**config.mk**
```make
export PLATFORM = sky130hd
export DESIGN_NAME = bf16_mul_tree_param
export DESIGN_NICKNAME = d
export VERILOG_FILES = /design/src/rtl/bf16_mul_tree_param.sv
export SDC_FILE = /design/constraint.sdc
export NUM_CORES = 2
export LEC_CHECK = 0
export ABC_CLOCK_PERIOD_IN_PS = 12650
export CAP_MARGIN = 20
export CORE_MARGIN = 5
export CORE_UTILIZATION = 65
export CTS_BUF_LIST = sky130_fd_sc_hd__clkbuf_8
export DETAILED_ROUTE_END_ITERATION = 8
export GPL_TIMING_DRIVEN = 0
export PLACE_DENSITY_LB_ADDON = 0.12
export SETUP_SLACK_MARGIN = 0.2
export SLEW_MARGIN = 40
export SYNTH_ARGS = -nofsm -noshare
export SYNTH_HDL_FRONTEND = slang
export SYNTH_SLANG_ARGS = --single-unit
```
**constraint.sdc**
```tcl
create_clock -name clk -period 12.65 [get_ports clk]
set_clock_uncertainty 0.2 [all_clocks]
set_input_delay 2.53 -clock clk [delete_from_list [all_inputs] [get_ports clk]]
set_output_delay 2.53 -clock clk [all_outputs]
set_load 0.02 [all_outputs]
```
**src/rtl/bf16_mul_tree_param.sv**
```systemverilog
// bf16_mul_tree_param
//   Multiplies N_LEAF bf16 operands in a balanced binary tree of
//   mul_3_stage_pipe_bf16 instances. Each transaction selects a group size
//   of 2^(mode+1) operands. Masked operands are replaced by 1.0. Latency is
//   fixed at LEVELS*(MUL_LAT+1) cycles for every mode, so transactions in
//   different modes can be issued back to back.
//
// Ports
//   clk       clock
//   rst       synchronous active-high reset
//   mul_ins   operand i at [16*i+15:16*i]
//   op_mask   1 = operand used, 0 = operand replaced by 1.0 (16'h3F80)
//   mode      group size 2^(mode+1); values >= LEVELS act as LEVELS-1
//   mul_stb   transaction valid (one per cycle, no back-pressure)
//   outputs   group products, group g on lane g, unused lanes 0
//   out_stbs  per-lane result valid, one-cycle pulse per transaction
//   out_mode  (clamped) mode of the transaction currently presented
//   busy      at least one transaction in flight
//
// mul_3_stage_pipe_bf16 (same file)
//   Three-cycle bf16 multiplier: round-to-nearest-even, subnormal inputs
//   and results flushed to signed zero, overflow to infinity, NaN results
//   returned as 16'h7FC0. MUL_LAT must match its latency of 3.

module mul_3_stage_pipe_bf16 (
    input  logic        clk,
    input  logic [15:0] a_i,
    input  logic [15:0] b_i,
    output logic [15:0] p_o
);
    logic a_zero, b_zero, a_inf, b_inf, a_nan, b_nan;

    // NOTE: every variable written in always_comb gets a value on every path, so no latch is inferred.
    always_comb begin
        a_zero = (a_i[14:7] == 8'h00);
        b_zero = (b_i[14:7] == 8'h00);
        a_inf  = (a_i[14:7] == 8'hFF) && (a_i[6:0] == 7'h00);
        b_inf  = (b_i[14:7] == 8'hFF) && (b_i[6:0] == 7'h00);
        a_nan  = (a_i[14:7] == 8'hFF) && (a_i[6:0] != 7'h00);
        b_nan  = (b_i[14:7] == 8'hFF) && (b_i[6:0] != 7'h00);
    end

    // Stage 1: sign, biased exponent sum, 8x8 significand product, specials.
    logic              s1_sign_q, s1_nan_q, s1_inf_q, s1_zero_q;
    logic signed [9:0] s1_exp_q;
    logic [15:0]       s1_prod_q;

    // NOTE: datapath registers are not reset; the strobe pipeline alone decides when data is meaningful.
    // NOTE: sequential state uses non-blocking assignments so every register samples pre-edge values.
    always_ff @(posedge clk) begin
        s1_sign_q <= a_i[15] ^ b_i[15];
        s1_exp_q  <= $signed({2'b00, a_i[14:7]}) + $signed({2'b00, b_i[14:7]}) - 10'sd127;
        s1_prod_q <= {1'b1, a_i[6:0]} * {1'b1, b_i[6:0]};
        s1_nan_q  <= a_nan | b_nan | (a_inf & b_zero) | (b_inf & a_zero);
        s1_inf_q  <= a_inf | b_inf;
        s1_zero_q <= a_zero | b_zero;
    end

    // Stage 2: normalise the product to 1.xxxxxxx and decide the RNE increment.
    logic [7:0]        s2_mant_d, s2_mant_q;
    logic signed [9:0] s2_exp_d, s2_exp_q;
    logic              s2_rnd_d, s2_rnd_q;
    logic              guard, sticky;
    logic              s2_sign_q, s2_nan_q, s2_inf_q, s2_zero_q;

    always_comb begin
        if (s1_prod_q[15]) begin
            s2_mant_d = s1_prod_q[15:8];
            guard     = s1_prod_q[7];
            sticky    = |s1_prod_q[6:0];
            s2_exp_d  = s1_exp_q + 10'sd1;
        end else begin
            s2_mant_d = s1_prod_q[14:7];
            guard     = s1_prod_q[6];
            sticky    = |s1_prod_q[5:0];
            s2_exp_d  = s1_exp_q;
        end
        s2_rnd_d = guard & (sticky | s2_mant_d[0]);
    end

    always_ff @(posedge clk) begin
        s2_mant_q <= s2_mant_d;
        s2_exp_q  <= s2_exp_d;
        s2_rnd_q  <= s2_rnd_d;
        s2_sign_q <= s1_sign_q;
        s2_nan_q  <= s1_nan_q;
        s2_inf_q  <= s1_inf_q;
        s2_zero_q <= s1_zero_q;
    end

    // Stage 3: apply rounding (a carry out renormalises) and select specials.
    logic [8:0]        rnd_sum;
    logic signed [9:0] exp_f;
    logic [6:0]        frac_f;
    logic [15:0]       p_d, p_q;

    always_comb begin
        rnd_sum = {1'b0, s2_mant_q} + {8'h00, s2_rnd_q};
        exp_f   = rnd_sum[8] ? s2_exp_q + 10'sd1 : s2_exp_q;
        frac_f  = rnd_sum[8] ? rnd_sum[7:1] : rnd_sum[6:0];
        if (s2_nan_q)              p_d = 16'h7FC0;
        else if (s2_inf_q)         p_d = {s2_sign_q, 8'hFF, 7'h00};
        else if (s2_zero_q)        p_d = {s2_sign_q, 15'h0000};
        else if (exp_f >= 10'sd255) p_d = {s2_sign_q, 8'hFF, 7'h00};
        else if (exp_f <= 10'sd0)  p_d = {s2_sign_q, 15'h0000};
        else                       p_d = {s2_sign_q, exp_f[7:0], frac_f};
    end

    always_ff @(posedge clk) begin
        p_q <= p_d;
    end

    assign p_o = p_q;
endmodule

module bf16_mul_tree_param #(
    parameter  int N_LEAF  = 8,
    parameter  int MUL_LAT = 3,
    localparam int LEVELS  = $clog2(N_LEAF),
    localparam int MODE_W  = (LEVELS > 1) ? $clog2(LEVELS) : 1
) (
    input  logic                     clk,
    input  logic                     rst,
    input  logic [N_LEAF*16-1:0]     mul_ins,
    input  logic [N_LEAF-1:0]        op_mask,
    input  logic [MODE_W-1:0]        mode,
    input  logic                     mul_stb,
    output logic [(N_LEAF/2)*16-1:0] outputs,
    output logic [N_LEAF/2-1:0]      out_stbs,
    output logic [MODE_W-1:0]        out_mode,
    output logic                     busy
);
    localparam int HALF  = N_LEAF / 2;
    localparam int L     = MUL_LAT + 1;
    localparam int T     = LEVELS * L;
    localparam int CNT_W = $clog2(T + 1);
    // Tag index aligned with the last level's multiplier outputs.
    localparam int FIN   = T - 2;

    logic [N_LEAF*16-1:0] leaf_ops;
    logic [MODE_W-1:0]    mode_clamped;

    always_comb begin
        for (int i = 0; i < N_LEAF; i++) begin
            leaf_ops[16*i +: 16] = op_mask[i] ? mul_ins[16*i +: 16] : 16'h3F80;
        end
        mode_clamped = (int'(mode) >= LEVELS) ? MODE_W'(LEVELS - 1) : mode;
    end

    // Strobe and mode tags travel alongside the data; tag p is seen p+1
    // cycles after the strobe. The output registers form the final stage.
    logic [T-2:0]      stb_q;
    logic [MODE_W-1:0] mode_q [T-1];

    always_ff @(posedge clk) begin
        if (rst) begin
            stb_q <= '0;
            for (int p = 0; p < T - 1; p++) mode_q[p] <= '0;
        end else begin
            stb_q     <= {stb_q[T-3:0], mul_stb};
            mode_q[0] <= mode_clamped;
            for (int p = 1; p < T - 1; p++) mode_q[p] <= mode_q[p-1];
        end
    end

    // Each level ends in one register holding HALF lanes: products where the
    // level is active, otherwise the level input delayed to match.
    logic [HALF*16-1:0] lvl_d [LEVELS];
    logic [HALF*16-1:0] lvl_q [LEVELS];

    for (genvar k = 0; k < LEVELS; k++) begin : g_lvl
        localparam int NM  = N_LEAF >> (k + 1);
        localparam int TAG = k * L + MUL_LAT - 1;
        logic [HALF*16-1:0] byp;

        if (k == 0) begin : g_nobyp
            assign byp = '0;
        end else begin : g_byp
            logic [HALF*16-1:0] dly_q [MUL_LAT];
            always_ff @(posedge clk) begin
                dly_q[0] <= lvl_q[k-1];
                for (int i = 1; i < MUL_LAT; i++) dly_q[i] <= dly_q[i-1];
            end
            assign byp = dly_q[MUL_LAT-1];
        end

        for (genvar j = 0; j < HALF; j++) begin : g_lane
            logic [15:0] prod;
            logic        use_mul, lane_ok;

            if (j < NM) begin : g_mul
                logic [15:0] a, b;
                if (k == 0) begin : g_src_leaf
                    assign a = leaf_ops[32*j +: 16];
                    assign b = leaf_ops[32*j+16 +: 16];
                end else begin : g_src_lvl
                    assign a = lvl_q[k-1][32*j +: 16];
                    assign b = lvl_q[k-1][32*j+16 +: 16];
                end
                mul_3_stage_pipe_bf16 u_mul (
                    .clk (clk),
                    .a_i (a),
                    .b_i (b),
                    .p_o (prod)
                );
            end else begin : g_nomul
                assign prod = 16'h0000;
            end

            assign use_mul = (j < NM) && (k <= int'(mode_q[TAG]));

            // Only the last level knows the final group count; it zeroes
            // lanes beyond it and idles the bus between transactions.
            if (k == LEVELS - 1) begin : g_last
                assign lane_ok = stb_q[TAG] && (j < (N_LEAF >> (int'(mode_q[TAG]) + 1)));
            end else begin : g_mid
                assign lane_ok = 1'b1;
            end

            assign lvl_d[k][16*j +: 16] = !lane_ok ? 16'h0000 :
                                          use_mul  ? prod     : byp[16*j +: 16];
        end
    end

    always_ff @(posedge clk) begin
        if (rst) begin
            for (int k = 0; k < LEVELS; k++) lvl_q[k] <= '0;
        end else begin
            for (int k = 0; k < LEVELS; k++) lvl_q[k] <= lvl_d[k];
        end
    end

    // Strobes, presented mode and in-flight count.
    logic [HALF-1:0]   stbs_q;
    logic [MODE_W-1:0] out_mode_q;
    logic [CNT_W-1:0]  cnt_d, cnt_q;

    always_comb begin
        // Lane 0 is valid in every mode, so it marks the final strobe.
        case ({mul_stb, stbs_q[0]})
            2'b10:   cnt_d = cnt_q + CNT_W'(1);
            2'b01:   cnt_d = cnt_q - CNT_W'(1);
            default: cnt_d = cnt_q;
        endcase
    end

    always_ff @(posedge clk) begin
        if (rst) begin
            stbs_q     <= '0;
            out_mode_q <= '0;
            cnt_q      <= '0;
        end else begin
            for (int j = 0; j < HALF; j++) begin
                stbs_q[j] <= stb_q[FIN] && (j < (N_LEAF >> (int'(mode_q[FIN]) + 1)));
            end
            if (stb_q[FIN]) out_mode_q <= mode_q[FIN];
            cnt_q <= cnt_d;
        end
    end

    assign outputs  = lvl_q[LEVELS-1];
    assign out_stbs = stbs_q;
    assign out_mode = out_mode_q;
    assign busy     = (cnt_q != '0);
endmodule
```
# [Yosys cells after proc, flatten, opt, wreduce, memory -nomap -nowiden]
# Memories as Yosys holds them, arrays and structs flattened.
# Index checks and enable logic that the tools add are counted.
[totals] regBits=504 mem_bits_rw=598 in_bits=141 output_inout_bits=71 mem_count=4
[op_classes] n_addsub=38 mul=7 magnitude_cmp=21 eq_ne=16 shifts=1 muxes=104 n_bitwise=84 n_reduce_logical=104
[mem_list] name="g_lvl[1].g_byp.dly_q" depth=3 width=64 read_ports=3 rd_ports_with_merged_regs=0 write_ports=3 line_no="179" text="logic [HALF*16-1:0] dly_q [MUL_LAT];"
[mem_list] name="g_lvl[2].g_byp.dly_q" depth=3 width=64 read_ports=3 rd_ports_with_merged_regs=0 write_ports=3 line_no="179"
[mem_list] name="lvl_q" depth=3 width=64 read_ports=3 rd_ports_with_merged_regs=0 write_ports=3 line_no="169" text="logic [HALF*16-1:0] lvl_q [LEVELS];"
[mem_list] name="mode_q" depth=11 width=2 read_ports=11 rd_ports_with_merged_regs=0 write_ports=11 line_no="153" text="logic [MODE_W-1:0] mode_q [T-1];"
[ops] op="2-to-1 mux 15 bit" n=21
[ops] op="2-to-1 mux 16 bit" n=15
[ops] op="2-to-1 mux 64 bit" n=3
[ops] op="2-to-1 mux 7 bit" n=21
[ops] op="adder 10 x 2 -> 10 bit (second input constant)" n=14
[ops] op="2-to-1 mux 10 bit" n=14
[ops] op="== test 8 bit (second input constant)" n=14
[ops] op="zero test 8 bit" n=14
[ops] op="multiplier 8 x 8 -> 16 bit" n=7
[ops] op="zero test 7 bit" n=14
[ops] op="nonzero test 7 bit" n=14
[ops] op=">= comparator 10 x 9 -> 1 bit (second input constant)" n=7
[ops] op="<= comparator 10 x 1 -> 1 bit (second input constant)" n=7
[ops] op="subtractor 10 x 8 -> 10 bit (second input constant)" n=7
[ops] op="less-than comparator 3 x 32 -> 1 bit (first input constant)" n=2
[ops] op="adder 8 x 1 -> 9 bit" n=7
[ops] op="adder 8 x 8 -> 9 bit" n=7
[ops] op="bitwise OR 1 bit" n=56
[ops] op="OR reduction 7 bit" n=7
[ops] op="OR reduction 6 bit" n=7
[ops] op="OR reduction 5 bit" n=7
[ops] op="logical AND 1 bit" n=32
[ops] op="less-than comparator 1 x 32 -> 1 bit (first input constant)" n=1
[ops] op="less-than comparator 2 x 32 -> 1 bit (first input constant)" n=1
[ops] op="17 further kinds" n=76

# [Logic depth before layout (Yosys ltp)]
[depth] ltp_word=7 depth_mapped=21

# [Modules after synthesis]
# From an unflattened synthesis, not the netlist that was laid out.
[hier_totals] hier_cells=4785 hier_area_um2=50370.8
[modules_own_cells] mod="bf16_mul_tree_param" n_inst=1 cells_each=1193 area_per_inst_um2=15823.9 seq_area_each_um2=12371.9
[modules_own_cells] mod="mul_3_stage_pipe_bf16 (g_lvl[0].g_lane[2].g_mul.u_mul ...)" n_inst=2 cells_each=519 area_per_inst_um2=4969.8 seq_area_each_um2=1381.3
[modules_own_cells] mod="mul_3_stage_pipe_bf16 (g_lvl[0].g_lane[0].g_mul.u_mul ...)" n_inst=2 cells_each=500 area_per_inst_um2=4902.2 seq_area_each_um2=1381.3
[modules_own_cells] mod="mul_3_stage_pipe_bf16 (g_lvl[2].g_lane[0].g_mul.u_mul)" n_inst=1 cells_each=527 area_per_inst_um2=4952.2 seq_area_each_um2=1381.3
[modules_own_cells] mod="mul_3_stage_pipe_bf16 (g_lvl[0].g_lane[3].g_mul.u_mul)" n_inst=1 cells_each=513 area_per_inst_um2=4927.2 seq_area_each_um2=1381.3
[modules_own_cells] mod="mul_3_stage_pipe_bf16 (g_lvl[1].g_lane[1].g_mul.u_mul)" n_inst=1 cells_each=514 area_per_inst_um2=4923.5 seq_area_each_um2=1381.3

# [Worst setup path after synthesis]
# OpenSTA, ideal clock, no wires.
[synth_timing] path_type="input -> register" start="in op_mask[4]" end="reg g_lvl[0].g_lane[2].g_mul.u_mul.s1_prod_q[14]" arrival_time_ps=6997 path_slack_ps=5381 stages=18 path_buffers=2 path_cell_list="clkbuf_1 > clkbuf_1 > nand2_1 > fa_1 > fa_1 > inv_1 > fa_1 > inv_1 > fa_1 > inv_1 > ha_1 > nor3_1 > nor2_1 > a31oi_1 > nor2b_1 > o21a_1 > o41ai_1 > xnor2_1"
[synth_via] elab_chain_cells=2
[synth_lines] element="start: declaration" line_no="125" text="input logic [N_LEAF-1:0] op_mask,"
[synth_lines] element="2-to-1 mux 16 bit" line_no="145" text="leaf_ops[16*i +: 16] = op_mask[i] ? mul_ins[16*i +: 16] : 16'h3F80;"
[synth_lines] element="multiplier 8 x 8 -> 16 bit" line_no="53" text="s1_prod_q <= {1'b1, a_i[6:0]} * {1'b1, b_i[6:0]};"
[synth_lines] element="end signal: assignment" line_no="53"
[synth_lines] element="end: declaration" line_no="46" text="logic [15:0] s1_prod_q;"
# No other way between the ends.
# A chain may end at the register's enable or synchronous reset.

# [Worst setup path after layout]
# Same ends and word-level chain as after synthesis.

==> results.sh <==
export IMPL_rsz0062_at_grt="no"
export IMPL_cp_arrival_ps=8130
export IMPL_synth_area_um2=49300
export IMPL_startpoint="op_mask[4]"
export IMPL_p_sw_frac=0.297
export IMPL_status="complete, but fails checks"
export IMPL_dr_pass1_iters=7
export IMPL_syn_nets=5618
export IMPL_worst_path_max_delay_cell="fa_1"
export IMPL_p_int_mw=6.63
export IMPL_yosysUniqueCellTypes=72
export IMPL_r2r_start="lvl_q[0][35]"
export IMPL_regToRegEndpoint="g_lvl[1].g_lane[1].g_mul.u_mul.s1_prod_q[14]"
export IMPL_cts_root_buf="clkbuf_8"
export IMPL_peakVddDrop_mv=0.106
export IMPL_reg2reg_slack_ps=7640
export IMPL_path_clk_slew_ps=60
export IMPL_synth_ff_type="dfxtp_1"
export IMPL_path_cells="clkdlybuf4s50_1, clkbuf_1, clkbuf_1, nand2_1, fa_1, fa_1, inv_1, fa_1, inv_1, fa_1, inv_1, ha_1, nor3_1, nor2_1, a31oi_1, nor2b_1, o21a_1, o41ai_1, xnor2_1"
export IMPL_endpoint="g_lvl[0].g_lane[2].g_mul.u_mul.s1_prod_q[14]"
export IMPL_num_fill_cells=5549
export IMPL_max_freq_ghz=0.131
export IMPL_slowest_delay_ps=620
export IMPL_die_area_um2=81500
export IMPL_tightest_slew_ps=865
export IMPL_slew_headroom=0.408
export IMPL_clock_sinks=1101
export IMPL_path_class="input pin to flop"
export IMPL_holdCritPathClass="flop to flop"
export IMPL_cp_common_cell="fa_1"
export IMPL_seq_area_frac_synth=0.447
export IMPL_place_congestion=0.915
export IMPL_setup_viol=0
export IMPL_cp_end_kind="flop"
export IMPL_cts_tree="done"
export IMPL_min_from="g_lvl[0].g_lane[3].g_mul.u_mul.s1_sign_q"
export IMPL_cts_setup_buffers=0
export IMPL_drt_iter0_markers=1530
export IMPL_power_density_nw_per_um2=168
export IMPL_hold_viol_final=0
export IMPL_final_util=0.741
export IMPL_multi_input_comb_area_um2=24500
export IMPL_cts_buffers_inserted=161
export IMPL_reg2reg_depth=17
export IMPL_drive_above_1_share=0.0716
export IMPL_ys_ff_latch=1101
export IMPL_clock_latency_ps=790
export IMPL_grt_first_pass_wirelength_um=156000
export IMPL_max_cap_viol_count=0
export IMPL_crit_fanout=10
export IMPL_seqCellArea_um2=22000
export IMPL_initial_core_util=0.653
export IMPL_synth_top_area_cell="dfxtp_1"
export IMPL_whs_ps=92.5
export IMPL_p_sw_mw=2.80
export IMPL_routed_wirelength_um=92000
export IMPL_synth_top_area_frac=0.447
export IMPL_setup_tns_ps=0
export IMPL_nets=5990
export IMPL_synth_warnings=0
export IMPL_grt_max_degree=17
export IMPL_core_area_um2=75600
export IMPL_power_leakage_nw=24.9
export IMPL_final_common_cell="dfxtp_1"
export IMPL_dieWidth_um=286
export IMPL_grtUsageTotal=0.226
export IMPL_wl_per_cell_um=14.5
export IMPL_fin_crit_sh=0.602
export IMPL_viasPerCell=5.22
export IMPL_pwr_share_seq=0.496
export IMPL_violations="design-rule violations"
export IMPL_synth_cells=4878
export IMPL_clkPwrFrac=0.300
export IMPL_port_buffers=208
export IMPL_cp_start_kind="input pin"
export IMPL_syn2layout_area_growth_pct=13.5
export IMPL_synth_area_per_cell_um2=10.1
export IMPL_antenna_found_initial=2
export IMPL_final_cell_mix="1,101 x dfxtp_1, 551 x inv_1, 374 x nand2_1, 357 x nor2_1, 347 x ha_1"
export IMPL_combPwrFrac=0.205
export IMPL_globalRouteOverflowTotal=0
export IMPL_cts_resized=0
export IMPL_die_h_um=286
export IMPL_ys_async_sr_fraction=0
export IMPL_hpwl_um=70500
export IMPL_synth_edf_count=0
export IMPL_remaining_drc_errors=2
export IMPL_vias=33100
export IMPL_io_pins=212
export IMPL_clock_path_buffers=3
export IMPL_cts_hold_buffers_added=0
export IMPL_grt_pass1_vias=32800
export IMPL_slew_viol_final=0
export IMPL_cp_required_ps=13160
export IMPL_period_needed_ps=7620
export IMPL_rows=101
export IMPL_whs_path_depth=0
export IMPL_final_antenna_net_count=0
export IMPL_synthTopCellsByArea="dfxtp_1 45%, fa_1 10%, ha_1 8.8%"
export IMPL_htree_levels=4
-- worst min path at each step --
stage	to
after floorplan	g_lvl[0].g_lane[0].g_mul.u_mul.s2_inf_q
after global placement	g_lvl[2].g_byp.dly_q[0][187]
after detailed placement	g_lvl[0].g_lane[2].g_mul.u_mul.s2_nan_q
after CTS	g_lvl[0].g_lane[3].g_mul.u_mul.s2_sign_q
after global routing	g_lvl[0].g_lane[3].g_mul.u_mul.s2_sign_q
final	g_lvl[0].g_lane[3].g_mul.u_mul.s2_sign_q
-- kinds of logic (layout without fill, tap and decap cells) --
| kind of cell | count (synthesis) | count (layout) | synth area share |
|---|---|---|---|
| buffers and inverters | 669 | 1157 | 0.0559 |
| and+or+nand+nor | 1600 | 1600 | 0.165 |
| other | 0 | 1 | 0 |
| AOI/OAI and AO/OA | 490 | 490 | 0.0643 |
| muxes | 91 | 91 | 0.0199 |
| adders and majority gates | 599 | 599 | 0.190 |
| xor gates and xnor gates | 328 | 328 | 0.0582 |
| DFF | 1101 | 1101 | 0.447 |
-- critical path, delay by kind of cell --
kind	cells	cell delay, ps
fa+ha+maj	5	2560
buf+inv	6	1370
compound gates	3	780
simple gates	4	740
xor+xnor	1	170
-- area by class of cell --
class                   count  share of cell area
well taps                 978              0.0218
inverters                 501              0.0336
plain buffers             168              0.0157
clock inverters            92              0.0137
clock buffers             187              0.0460
repair buffers            209              0.0374
diodes                      1           0.0000447
flip-flops and latches   1101               0.394
multi-input cells        3108               0.438
-- Yosys cell counts (15+ instances only) --
| cell | n |
|---|---|
| clkbuf_1 | 95 |
| nor2_1 | 358 |
| o211ai_1 | 23 |
| nand2b_1 | 69 |
| or3_1 | 15 |
| and4_1 | 15 |
| nor2b_1 | 170 |
| o21a_1 | 36 |
| a21oi_1 | 141 |
| nor3_1 | 73 |
| or4_1 | 26 |
| nand4_1 | 96 |
| buf_4 | 65 |
| a21o_1 | 20 |
| xnor2_1 | 228 |
| and2_1 | 157 |
| nand2_1 | 374 |
| and3_1 | 54 |
| fa_1 | 252 |
| mux2_2 | 58 |
| or2_2 | 15 |
| a21boi_0 | 17 |
| ha_1 | 347 |
| a31oi_1 | 18 |
| o31ai_1 | 17 |
| nand3_1 | 88 |
| o21ai_0 | 104 |
| mux2i_1 | 33 |
| xor2_1 | 100 |
| inv_1 | 501 |
| nor4_1 | 56 |
| dfxtp_1 | 1101 |
| o41ai_1 | 19 |
-- sequential cells by signal (all words and copies together), names as in the netlist, 11 cells and up --
name and count:
mode_q 22, g_lvl.g_lane.g_mul.u_mul.s1_prod_q 112, lvl_q 192, stb_q 11, g_lvl.g_lane.g_mul.u_mul.p_o 112, g_lvl.g_lane.g_mul.u_mul.s2_mant_q 56, g_lvl.g_byp.dly_q 384, g_lvl.g_lane.g_mul.u_mul.s1_exp_q 70
g_lvl.g_lane.g_mul.u_mul.s2_exp_q 70
-- power groups by stage --
stage,logic (mW),clock network (mW),registers [mW]
3_3_place_gp,1.87,0,4.72
5_1_grt,2.20,3.07,4.77
4_1_cts,1.94,2.91,4.67
6_report,1.93,2.83,4.68
2_1_floorplan,1.51,0,4.57
3_5_place_dp,1.91,0,4.74
-- metrics by stage --
step,worst slack (ps),area [um^2],instances,power (mW)
global placement,4340,52600,6064,6.59
finish,5030,56000,6345,9.43
detailed placement,4250,52700,6064,6.66
floorplan,5380,49300,4878,6.08
CTS,5130,56000,6343,9.52
global route,4650,56000,6345,10.0
-- layer usage --
layer,up-vias,track usage,part of all wire
li1,16800,-,-
met4,2,0.0714,0.023
met3,147,0.0359,0.045
met1,15400,0.298,0.45
met2,743,0.386,0.48
met5,-,0,0.00014
Note: power is estimated with default switching activity, not from simulation.
